--- config.mk ---
export PLATFORM = sky130hd
export DESIGN_NAME = enc_block_ctrl
export DESIGN_NICKNAME = d
export VERILOG_FILES = /design/src/rtl/enc_block_ctrl.sv
export SDC_FILE = /design/constraint.sdc
export NUM_CORES = 1
export LEC_CHECK = 0
export CAP_MARGIN = 20
export CORE_MARGIN = 5
export CORE_UTILIZATION = 39
export DETAILED_ROUTE_END_ITERATION = 6
export GPL_TIMING_DRIVEN = 0
export PLACE_DENSITY_LB_ADDON = 0.1
export SETUP_SLACK_MARGIN = 0.3
export SLEW_MARGIN = 10
export SYNTH_ARGS = -nofsm -noshare
export SYNTH_HDL_FRONTEND = slang
export SYNTH_SLANG_ARGS = --single-unit
--- constraint.sdc ---
create_clock -name clk -period 3.1 [get_ports clk]
set_clock_uncertainty 0.2 [all_clocks]
set_input_delay 0.93 -clock clk [delete_from_list [all_inputs] [get_ports clk]]
set_output_delay 0.93 -clock clk [all_outputs]
set_load 0.03 [all_outputs]
--- src/rtl/enc_block_ctrl.sv ---
// enc_block_ctrl: sequencing controller for the turbo-encoder block counter
// and datapath. Accepts a block-start request, latches the block-size mode,
// clears the encoder counter, then steps it through the data bits and the
// trellis-termination tail. It drives the tail switch, the output-valid flag
// and a one-cycle done pulse.
//
// Ports:
//   clk        clock, all logic on rising edge
//   clr_n      synchronous active-low reset; forces every output to 0 while low
//   start      block start request, accepted when start & ready
//   mode       block size select sampled at accept (0=LONG_K, 1=SHORT_K)
//   src_valid  upstream data bit valid this cycle
//   abort      synchronous block abort (ignored in IDLE)
//   ready      controller idle, can accept start
//   enc_en     encoder/counter enable
//   cnt_clr    one-cycle clear to encoder counter/state
//   sw         tail switch, 1 = feedback/tail path selected
//   out_valid  encoder output valid
//   blk_done   one-cycle pulse at end of block
//   cnt        current cycle index within block
//   mode_q     latched mode of block in progress
//
// State   | meaning
// --------+--------------------------------------------------------------
// S_IDLE  | waiting for start, ready=1
// S_CLEAR | one cycle, clears encoder counter/state
// S_DATA  | data bits, counter advances on src_valid only
// S_TAIL  | trellis-termination tail, counter advances every cycle
// S_DONE  | one cycle, blk_done pulse

module enc_block_ctrl #(
  parameter int CNT_W    = 13,
  parameter int LONG_K   = 6144,
  parameter int SHORT_K  = 1056,
  parameter int TAIL_LEN = 4,
  parameter int PIPE_LAT = 4
) (
  input  logic             clk,
  input  logic             clr_n,
  input  logic             start,
  input  logic             mode,
  input  logic             src_valid,
  input  logic             abort,
  output logic             ready,
  output logic             enc_en,
  output logic             cnt_clr,
  output logic             sw,
  output logic             out_valid,
  output logic             blk_done,
  output logic [CNT_W-1:0] cnt,
  output logic             mode_q
);

  if (LONG_K + TAIL_LEN > (1 << CNT_W)) begin : g_chk_cnt_w
    $error("enc_block_ctrl: CNT_W too narrow for LONG_K+TAIL_LEN-1");
  end
  if (SHORT_K < 2) begin : g_chk_short_k
    $error("enc_block_ctrl: SHORT_K must be at least 2");
  end
  if (PIPE_LAT >= SHORT_K) begin : g_chk_pipe_lat
    $error("enc_block_ctrl: PIPE_LAT must be below SHORT_K");
  end

  localparam logic [CNT_W-1:0] LONG_LAST       = CNT_W'(LONG_K - 1);
  localparam logic [CNT_W-1:0] SHORT_LAST      = CNT_W'(SHORT_K - 1);
  localparam logic [CNT_W-1:0] LONG_TAIL_LAST  = CNT_W'(LONG_K + TAIL_LEN - 1);
  localparam logic [CNT_W-1:0] SHORT_TAIL_LAST = CNT_W'(SHORT_K + TAIL_LEN - 1);
  localparam logic [CNT_W-1:0] PIPE_C          = CNT_W'(PIPE_LAT);
  localparam logic [CNT_W-1:0] ONE             = CNT_W'(1);

  typedef enum logic [2:0] {
    S_IDLE,
    S_CLEAR,
    S_DATA,
    S_TAIL,
    S_DONE
  } state_t;

  state_t           state_q, state_d;
  logic [CNT_W-1:0] cnt_q, cnt_d;
  logic             mode_r, mode_d;

  logic             rdy_c, en_c, clr_c, sw_c, done_c, ov_c;
  logic [CNT_W-1:0] data_last, tail_last;

  assign data_last = mode_r ? SHORT_LAST : LONG_LAST;
  assign tail_last = mode_r ? SHORT_TAIL_LAST : LONG_TAIL_LAST;

  always_ff @(posedge clk) begin
    if (!clr_n) begin
      state_q <= S_IDLE;
      cnt_q   <= '0;
      mode_r  <= 1'b0;
    end else begin
      state_q <= state_d;
      cnt_q   <= cnt_d;
      mode_r  <= mode_d;
    end
  end

  always_comb begin
    state_d = state_q;
    cnt_d   = cnt_q;
    mode_d  = mode_r;
    rdy_c   = 1'b0;
    en_c    = 1'b0;
    clr_c   = 1'b0;
    sw_c    = 1'b0;
    done_c  = 1'b0;

    case (state_q)
      S_IDLE: begin
        rdy_c = 1'b1;
        if (start) begin
          mode_d  = mode;
          state_d = S_CLEAR;
        end
      end
      S_CLEAR: begin
        clr_c   = 1'b1;
        cnt_d   = '0;
        state_d = S_DATA;
      end
      S_DATA: begin
        en_c = src_valid;
        // switch closes on the last data index even while that bit stalls
        sw_c = (cnt_q == data_last);
        if (src_valid) begin
          cnt_d = cnt_q + ONE;
          if (cnt_q == data_last) state_d = S_TAIL;
        end
      end
      S_TAIL: begin
        en_c = 1'b1;
        sw_c = 1'b1;
        // counter stops on the last tail index so it never exceeds K+TAIL_LEN-1
        if (cnt_q == tail_last) state_d = S_DONE;
        else                    cnt_d   = cnt_q + ONE;
      end
      S_DONE: begin
        done_c  = 1'b1;
        state_d = S_IDLE;
      end
      default: state_d = S_IDLE;
    endcase

    // abort overrides every transition, including the done pulse
    if (abort && (state_q != S_IDLE)) begin
      state_d = S_IDLE;
      cnt_d   = '0;
      clr_c   = 1'b1;
      done_c  = 1'b0;
    end
  end

  assign ov_c = ((state_q == S_DATA) || (state_q == S_TAIL)) && en_c && (cnt_q > PIPE_C);

  // everything is held at 0 while reset is asserted
  assign ready     = clr_n & rdy_c;
  assign enc_en    = clr_n & en_c;
  assign cnt_clr   = clr_n & clr_c;
  assign sw        = clr_n & sw_c;
  assign out_valid = clr_n & ov_c;
  assign blk_done  = clr_n & done_c;
  assign cnt       = clr_n ? cnt_q : '0;
  assign mode_q    = clr_n & mode_r;

endmodule

* Word level (Yosys, flattened, before mapping)
Index checks and enable logic that the tools add are counted.
** Operators by class
- Add/sub/neg operators :: 1
- Multipliers :: 0
- Divide/modulo/power cells :: 0
- $lt $le $gt $ge :: 1
- Equality and inequality tests :: 11
- Shifts and indexed selects :: 0
- Mux-type cells :: 18
- Bitwise operators :: 8
- Reduce and logical (&&, ||, !) cells :: 11
** Operators by type and width (count)
- two-way mux 13 bit :: 5
- case mux 13 bit (3 select lines) :: 1
- == test 13 bit :: 2
- adder 13 x 1 -> 13 bit (second input constant) :: 1
- > comparator 13 x 3 -> 1 bit (second input constant) :: 1
- two-way mux 3 bit :: 4
- case mux 3 bit (4 select lines) :: 1
- inequality test 2 bit (second input constant) :: 5
- AND 1 bit :: 7
- == test 3 x 2 -> 1 bit (second input constant) :: 2
- nonzero test 3 bit :: 2
- two-way mux 1 bit :: 5
- case mux 1 bit (2 select lines) :: 2
- AND reduction 4 bit :: 1
- == test 3 x 1 -> 1 bit (second input constant) :: 1
- == test 3 bit (second input constant) :: 1
- logical AND 1 bit :: 3
- logical NOT 3 bit :: 1
- AND reduction 3 bit :: 1
- AND reduction 2 bit :: 1
- OR reduction 2 bit :: 1
- logical OR 1 bit :: 1
- NOT 1 bit :: 1
** Storage, ports and cells
- Flip-flop bits (word level) :: 17
- Bits in latches :: 0
- RAM bits :: 0
- ROM bits :: 0
- Input bits :: 6
- Output and inout port bits :: 20
- Logic and storage cells :: 53
- Memories :: 0

* Depth between registers and ports, before layout
Gate-level depths: netlist of the first run.
- Depth in word-level cells :: 5
- Depth in mapped cells :: 7
- Depth with buffers taken out :: 6

* Worst setup path after synthesis of the first run
No wires, ideal clock.
- Kind :: input-to-output
- From :: in abort
- To :: out blk_done
- Data arrival time :: 2.460 ns
- Data required time :: 1.970 ns
- Setup slack :: -0.490 ns
- Cell stages on the path :: 4
- Path buffers :: 1
- Path through :: inv_1 o21ai_0 clkbuf_1 nor4b_1
** On the way
- Word-level cells in the longest chain between the ends :: 3
** Ends and longest elaborated chain
- start, declared :: line 43 : input logic abort,
- logical AND 1 bit :: line 148 : if (abort && (state_q != S_IDLE)) begin
- two-way mux 1 bit :: line 148
- AND 1 bit :: line 164 : assign blk_done = clr_n & done_c;
- end, declared :: line 49 : output logic blk_done,
Every way passes these cells.

* Worst setup path in the final report of the first run
- From :: reg cnt_q[5]
- To :: reg state_q[0]
** On the way
- Word-level cells in the longest chain between the ends :: 3
- Elaborated cells between the ends (all ways) :: 5
- Classes of those cells :: eq/ne (4); reduce/logical (1)
** Ends and longest elaborated chain
- start, declared :: line 80 : logic [CNT_W-1:0] cnt_q, cnt_d;
- start signal, assigned :: line 96 : cnt_q <= cnt_d;
- == test 13 bit, on equally long branches :: line 137, 130
- inequality test 2 bit (no source line)
- AND reduction 4 bit (no source line) *
- end signal, assigned :: line 95 : state_q <= state_d;
- end, declared :: line 79 : state_t state_q, state_d;
Every way passes the cells marked *; elsewhere a longest branch is shown, timed or not.
A chain may end at the register's enable or synchronous reset.

==> impl_metrics.env, run 1 <==
export IMPL_status="finished, final reports clean"
export IMPL_hold_buffers=0
export IMPL_seqCellArea_sq_um=350
export IMPL_nFillCells=299
export IMPL_rsz0062_at_grt="yes"
export IMPL_ir_drop_uv=517
export IMPL_core_area_sq_um=3080
export IMPL_grt_total_usage_pct=20.1
export IMPL_cap_violations=0
export IMPL_fmax_mhz=338
export IMPL_fp_dieH_microns=66.7
export IMPL_dr_wl_met2_microns=2040
export IMPL_cts_root_buf="clkbuf_4"
export IMPL_cpMaxStageDelayCell="or4b_4"
export IMPL_die_area_sq_um=4450
export IMPL_stdcell_count=265
export IMPL_ys_async_sr_fraction_pct=0
export IMPL_place_area_sq_um=1590
export IMPL_p_comb_share_pct=57.1
export IMPL_drv_slew=0
export IMPL_switching_share_pct=43.3
export IMPL_clk_pin_slew_ns=0.11
export IMPL_yosysUniqueCellTypes=46
export IMPL_antenna_cells=0
export IMPL_cts_tree="done"
export IMPL_slowest_delay_ns=0.47
export IMPL_avgViaCountPerCell=5.89
export IMPL_fin_crit_sh_pct=95.3
export IMPL_dr_pass1_iters=4
export IMPL_syn_cell_area_sq_um=1250
export IMPL_synth_top_area_cell="dfxtp_1"
export IMPL_syn_to_final_growth_pct=48.3
export IMPL_layout_common_cells="buf_4, and2_1, buf_2, nand2_1, dfxtp_1"
export IMPL_cp_top_family="buffers and inverters"
export IMPL_clock_sinks=17
export IMPL_grt_max_degree=11
export IMPL_ctsHtreeMaxLevel=1
export IMPL_cts_path_max_buffers=2
export IMPL_synth_edff_count=0
export IMPL_nets=230
export IMPL_drc_errors=0
export IMPL_vias=1560
export IMPL_top_level_ports=26
export IMPL_synth_area_top_cells="dfxtp_1, and2_1, nand2_1"
export IMPL_intPower_mw=0.498
export IMPL_wirelength_microns=4260
export IMPL_final_common_cell="buf_4"
export IMPL_wl_met1_microns=1700
export IMPL_std_cell_rows=20
export IMPL_crit_path_start_kind="flop"
export IMPL_crit_path_cell_trace="buf_8, or4b_4, o21ai_2, nand4_1, buf_4, buf_4, buf_4, buf_4, buf_4, buf_4, buf_4, buf_4, a2111o_1, o32ai_2"
export IMPL_routed_top_layer="met4"
export IMPL_ant_nets=0
export IMPL_leakagePower_nw=0.734
export IMPL_die_x_microns=66.7
export IMPL_stdcell_area_sq_um=1860
export IMPL_crit_type="flop to flop"
export IMPL_antenna_found_initial=0
export IMPL_share_seq_of_total_power_pct=28.4
export IMPL_grt_pass1_wl_microns=6780
export IMPL_path_max_fanout=2
export IMPL_dp_hpwl_microns=2700
export IMPL_switchingPower_mw=0.381
export IMPL_synth_area_per_cell_sq_um=7.56
export IMPL_wire_per_inst_microns=16.1
export IMPL_synthCells=166
export IMPL_clock_latency_ns=0.30
export IMPL_cpMostUsedCell="buf_4"
export IMPL_crit_path_end_kind="flop"
export IMPL_ys_ff_latch=17
export IMPL_seq_area_frac_synth_pct=27.1
export IMPL_hold_viol=0
export IMPL_port_buffers=25
export IMPL_hold_class="flop to flop"
export IMPL_grt_ovfl_total=0
export IMPL_powerDensity_nw_per_um2=473
export IMPL_hold_ws_ns=0.299
export IMPL_setup_viol=0
export IMPL_placed_cells=235
export IMPL_path_buf_inv=9
export IMPL_wl_met3_microns=358
export IMPL_numCtsBuffers=3
export IMPL_min_period_ns=2.95
export IMPL_grt_pass1_vias=1467
export IMPL_relSlewSlack_pct=67.4
export IMPL_final_layout_size_suffix_gt1_share_pct=39.8
export IMPL_cp_required_ns=3.13
export IMPL_yosys_warnings=0
export IMPL_cp_arrival_ns=2.98
export IMPL_place_gp_congestion=0.839
export IMPL_multiInputGateArea_sq_um=915
export IMPL_power_mw=0.879
export IMPL_initial_utilization_pct=40.8
export IMPL_ys_flop_type="dfxtp_1"
export IMPL_max_slew_worst_pin_slew_ns=0.487
export IMPL_syn_num_nets=174
export IMPL_synth_top_area_share_pct=27.1
export IMPL_initialDrtViolationCount=98
export IMPL_clock_power_share_pct=14.4
power by group through the flow:
stage	registers [mW]	logic (mW)	clock network, mW
detailed placement	0.250	0.373	0
global route	0.253	0.541	0.141
CTS	0.249	0.426	0.132
global placement	0.250	0.367	0
finish	0.250	0.503	0.127
floorplan	0.247	0.279	0
cells by family after synthesis:
kind of cell,synth area share (%)
buffers and inverters,6.68
DFF,27.1
and+or+nand+nor,35.5
AOI/OAI and AO/OA,28.7
adders and majority gates,1.99
synthesized netlist by cell type (4+ instances only):
cell type	number
clkbuf_1	11
inv_1	7
or3_1	4
o21ai_0	9
nand3_1	7
a21oi_1	7
nand2_1	15
nand4_1	4
dfxtp_1	17
and2_1	17
nor3_1	6
nor2_1	9
through the flow:
step           utilization, %  setup slack (ns)  TNS (ns)
2_1_floorplan               -             0.127         0
3_3_place_gp             51.8             -1.10    -12.23
3_5_place_dp             51.8             -1.11    -12.55
4_1_cts                  58.2             0.146         0
5_1_grt                  60.4            0.0576         0
6_report                 60.4             0.145         0
worst paths after layout:
kind,from,end,slack (ns),cells past startpoint
worst max register to register,cnt_q[5],state_q[0],0.15,14
worst max-delay path,cnt_q[5],state_q[0],0.15,14
worst min-delay path,cnt_q[1],cnt_q[1],0.30,2
worst min register to register,cnt_q[1],cnt_q[1],0.30,2
state kept, by name, summed over array words and instances (netlist names):
name / flops
mode_r: 1
cnt_q: 13
state_q: 3
routing by layer:
metal  track usage [%]  vias to the layer above
li1                  -                      731
met1              24.1                      721
met2              33.7                       85
met3              3.20                       23
met4              11.7                        0
met5                 0                        -
cell type report:
| class | instances | share of cell area (%) |
|---|---|---|
| clock inverters | 1 | 0.269 |
| multi-input cells | 129 | 49.2 |
| flip-flops and latches | 17 | 18.8 |
| plain buffers | 13 | 5.78 |
| repair buffers | 51 | 20.4 |
| well taps | 44 | 2.96 |
| inverters | 7 | 1.41 |
| clock buffers | 3 | 1.21 |
tightest hold or removal path, cell delays in order (launching register included):
cell and delay, ns:
dfxtp_2 0.36, nand2_1 0.06, a21oi_1 0.05
what timing repair did:
action	4_1_cts	5_1_grt
gates resized for setup	133	27
pin swaps	6	5
endpoints found under the setup margin	20	23
setup buffers	21	4
gates cloned	1	0
Note: power is estimated with default switching activity, not from simulation.
==> run 2, diff against run 1 <==
PLACE_DENSITY = 0.72   (was default)
PLACE_DENSITY_LB_ADDON = default   (was 0.1)
==> run 2 against run 1 <==
  * Clock power about the same
  * Flip-flop and latch count stayed put
  * Sequential share of layout area grew 0.71 points
  * Via count fell by 7.2%
  * First-iteration DRC count increased by 5.1%
  * Register-to-register slack improved by 0.34 ns
  * Sequential power about the same
  * Critical path depth down 8
  * Largest cell class unchanged
==> impl_metrics.env, run 2 (synthesis results as in run 1) <==
export IMPL_status="finished, final reports clean"
export IMPL_drv_slew=0
export IMPL_wire_per_inst_microns=15.9
export IMPL_crit_path_end_kind="output pin"
export IMPL_switchingPower_mw=0.364
export IMPL_nets=216
export IMPL_powerDensity_nw_per_um2=466
export IMPL_final_layout_size_suffix_gt1_share_pct=36.2
export IMPL_layout_common_cells="buf_4, and2_1, nand2_1"
export IMPL_grt_ovfl_total=0
export IMPL_dp_hpwl_microns=2740
export IMPL_fin_ws_ns=0.182
export IMPL_ctsHtreeMaxLevel=1
export IMPL_grt_pass1_vias=1350
export IMPL_cp_arrival_ns=1.79
export IMPL_initialDrtViolationCount=103
export IMPL_grt_pass1_wl_microns=6540
export IMPL_r2r_start="cnt_q[11]"
export IMPL_crit_type="flop to output pin"
export IMPL_antenna_found_initial=0
export IMPL_std_cell_rows=20
export IMPL_initial_utilization_pct=40.8
export IMPL_max_flop_register="cnt_q"
export IMPL_clock_sinks=17
export IMPL_cp_top_family="simple AND/OR/NAND/NOR gates"
export IMPL_place_area_sq_um=1590
export IMPL_nFillCells=305
export IMPL_path_buf_inv=2
export IMPL_largestRegisters="cnt_q x13, state_q x3, mode_r x1"
export IMPL_grt_total_usage_pct=19.3
export IMPL_clk_pin_slew_ns=0.11
export IMPL_crit_start="cnt_q[5]"
export IMPL_dr_pass1_iters=4
export IMPL_avgViaCountPerCell=5.76
export IMPL_multiInputGateArea_sq_um=901
export IMPL_final_common_cell="buf_4"
export IMPL_clock_latency_ns=0.30
export IMPL_intPower_mw=0.474
export IMPL_fmax_mhz=343
export IMPL_clock_power_share_pct=15.5
export IMPL_stdcell_area_sq_um=1800
export IMPL_die_area_sq_um=4450
export IMPL_seqCellArea_sq_um=352
export IMPL_relSlewSlack_pct=70.8
export IMPL_largest_register_ffs=13
export IMPL_ir_drop_uv=201
export IMPL_antenna_cells=0
export IMPL_hold_class="flop to flop"
export IMPL_wirelength_microns=4000
export IMPL_hold_buffers=0
export IMPL_numCtsBuffers=3
export IMPL_cp_required_ns=1.97
export IMPL_crit_path_cell_trace="clkbuf_8, or4b_4, o21ai_2, nand4_1, a21oi_2, buf_6"
export IMPL_path_max_fanout=2
export IMPL_cts_tree="done"
export IMPL_rsz0062_at_grt="yes"
export IMPL_pre_cts_ws_ns=-1.13
export IMPL_grt_max_degree=11
export IMPL_setup_viol=0
export IMPL_cpMaxStageDelayCell="or4b_4"
export IMPL_p_comb_share_pct=54.8
export IMPL_slowest_delay_ns=0.47
export IMPL_share_seq_of_total_power_pct=29.7
export IMPL_core_area_sq_um=3080
export IMPL_vias=1447
export IMPL_drc_errors=0
export IMPL_fp_dieH_microns=66.7
export IMPL_place_gp_congestion=0.898
export IMPL_syn_to_final_growth_pct=43.4
export IMPL_cts_root_buf="clkbuf_4"
export IMPL_port_buffers=25
export IMPL_cap_violations=0
export IMPL_max_slew_worst_pin_slew_ns=0.437
export IMPL_final_core_util_pct=58.5
export IMPL_fin_crit_sh_pct=94.1
export IMPL_crit_path_start_kind="flop"
export IMPL_cts_path_max_buffers=2
export IMPL_switching_share_pct=43.5
export IMPL_leakagePower_nw=0.671
export IMPL_min_period_ns=2.92
export IMPL_ant_nets=0
export IMPL_min_from="cnt_q[1]"
export IMPL_die_x_microns=66.7
export IMPL_hold_ws_ns=0.306
export IMPL_hold_viol=0
export IMPL_top_level_ports=26
==> run 2: path summary, 6_finish.rpt <==
kind | to | slack (ns) | depth (start not counted)
worst max-delay path | sw | 0.18 | 6
worst min-delay path | cnt_q[1] | 0.31 | 2
worst max register to register | cnt_q[5] | 0.49 | 6
worst min register to register | cnt_q[1] | 0.31 | 2
==> run 2: tightest hold or removal path, stage by stage, from the launching register on <==
cell     delay, ns
dfxtp_2       0.36
nand2_1       0.06
a21oi_1       0.05
==> run 2: what timing repair did <==
action / in CTS / in global routing
gates cloned: 1 / 0
pin swaps: 9 / 6
setup endpoints to repair: 20 / 17
gates resized for setup: 134 / 49
setup buffers: 6 / 5
==> run 2: per-stage QoR <==
stage          cells  TNS (ns)  power (mW)
2_1_floorplan    166         0       0.526
3_3_place_gp     235    -12.49       0.616
3_5_place_dp     235    -12.77       0.624
4_1_cts          246         0       0.805
5_1_grt          251         0       0.898
6_report         251         0       0.838
==> run 2: power by group through the flow <==
stage	clock network [mW]	registers, mW	logic, mW
after detailed placement	0	0.251	0.373
after global routing	0.148	0.252	0.497
final	0.130	0.249	0.459
after floorplan	0	0.247	0.279
after global placement	0	0.250	0.365
after CTS	0.132	0.249	0.424
==> run 2: area by class of cell <==
cell class                 instances  area share, %
multi-input combinational        129           50.1
sequential                        17           19.5
timing repair buffer              37           17.5
buffer                            13           6.61
tap                               44           3.06
inverter                           7           1.74
clock buffer                       4           1.46
==> run 2: routing by layer <==
layer	share of wire, %	track usage, %
met1	44	24.3
met2	47	32.5
met3	6.8	3.37
met4	2.0	6.85
met5	0	0
==> variant: new RTL, settings of run 2 <==
Encoding of `state_t`: now Gray code (3 bits for 5 states).
--- a/src/rtl/enc_block_ctrl.sv
+++ b/src/rtl/enc_block_ctrl.sv
@@ -69,11 +69,11 @@
   localparam logic [CNT_W-1:0] ONE             = CNT_W'(1);
 
   typedef enum logic [2:0] {
-    S_IDLE,
-    S_CLEAR,
-    S_DATA,
-    S_TAIL,
-    S_DONE
+    S_IDLE  = 3'b000,
+    S_CLEAR = 3'b001,
+    S_DATA  = 3'b011,
+    S_TAIL  = 3'b010,
+    S_DONE  = 3'b110
   } state_t;
 
   state_t           state_q, state_d;
Formal check against the unedited RTL: same outputs for any inputs over 10 cycles, from zero or initial values; not proved beyond that.
==> variant against run 2 <==
- wire length grew 5.0%
- first-iteration DRC count grew 83%
- power decreased by 30%
- register-to-register slack better by 470 ps
- sequential cell count unchanged
- worst setup slack got worse by 13 ps
- design area increased by 10%
- synthesized area increased by 9.4%
==> variant: results (changes against run 2) <==
Run status
  – Status: complete, no violations

Power
  – LEAKAGE: 0.7668 nW (+14%)
  – Switching power share of the total: 35.36% (-8.1 points)

Yosys
  – Synth Area in XOR/XNOR: 0.6381% (+0.64 points)
  – Synth unique cells: 51 (+11%)
  – Seq/Total Area, Yosys: 24.79% (-2.3 points)
  – Synth cell count leaders: 18 x and2_1, 17 x dfxtp_1, 15 x nand2_1
  – Synth top area cells: dfxtp_1 25%, and2_1 8.2%, buf_6 5.7%
  – Adder-cell share of the synthesized area: 1.823% (-0.17 points)

Cells and area
  – Layout cells sized above 1: 46.48% (+10 points)
  – Fillcell total: 321 (+5.2%)

CTS
  – Post-CTS Setup Repair Bufs: 8 (+2)
  – Gates resized, CTS repair: 159 (+19%)

Critical path
  – CP max FO: 6 (+4)
  – Reg2Reg Setup Slack: 960 ps (+470 ps)

Placement
  – Placed insts: 237 (+0.85%)
  – Gpl congestion: 0.8360 (-6.9%)
  – Placement Setup Slack: -998.8 ps (+135.6 ps)
  – Placed inst area: 1683 um2 (+5.6%)

Floorplanning
  – Initial core utilization: 40.81% (about the same)

Drt
  – WL/cell: 16.20 um (+1.7%)
  – Vias per cell: 5.815 (+0.86%)
  – Initial drt markers: 189 (+83%)
  – Final wirelength: 4.197 mm (+5.0%)

Hold path
  – HP Start: cnt_q[6]
  – Worst Hold Endpoint: cnt_q[6]
==> variant: changes by cell type after synthesis, sizes merged, moves of 4 or more <==
cell,change
or3,-4
buf,+10
clkbuf,-9
and3,+4
==> variant: final cells by class <==
class / count / area (um2) / area share (%)
Buffer: 14 / 156.4 / 7.896
Clock buffer: 4 / 26.28 / 1.327
Inverter: 6 / 22.52 / 1.137
Multi-Input combinational cell: 129 / 978.4 / 49.40
Sequential cell: 17 / 356.6 / 18.00
Tap cell: 46 / 57.56 / 2.906
Timing Repair Buffer: 43 / 382.9 / 19.33
==> variant: power by group through the flow <==
stage	combinational [mW]	clock [mW]	sequential (mW)
detailed placement	0.189	0	0.239
global placement	0.185	0	0.239
floorplan	0.136	0	0.237
global route	0.250	0.141	0.236
CTS	0.213	0.126	0.235
finish	0.231	0.125	0.235
==> variant: metal layers <==
layer	wire [um]	vias to the layer above	track usage (%)
met5	0	-	0
met4	161	0	7.592
met3	293	20	2.754
met2	2008	74	27.12
met1	1734	709	21.65
li1	-	703	-
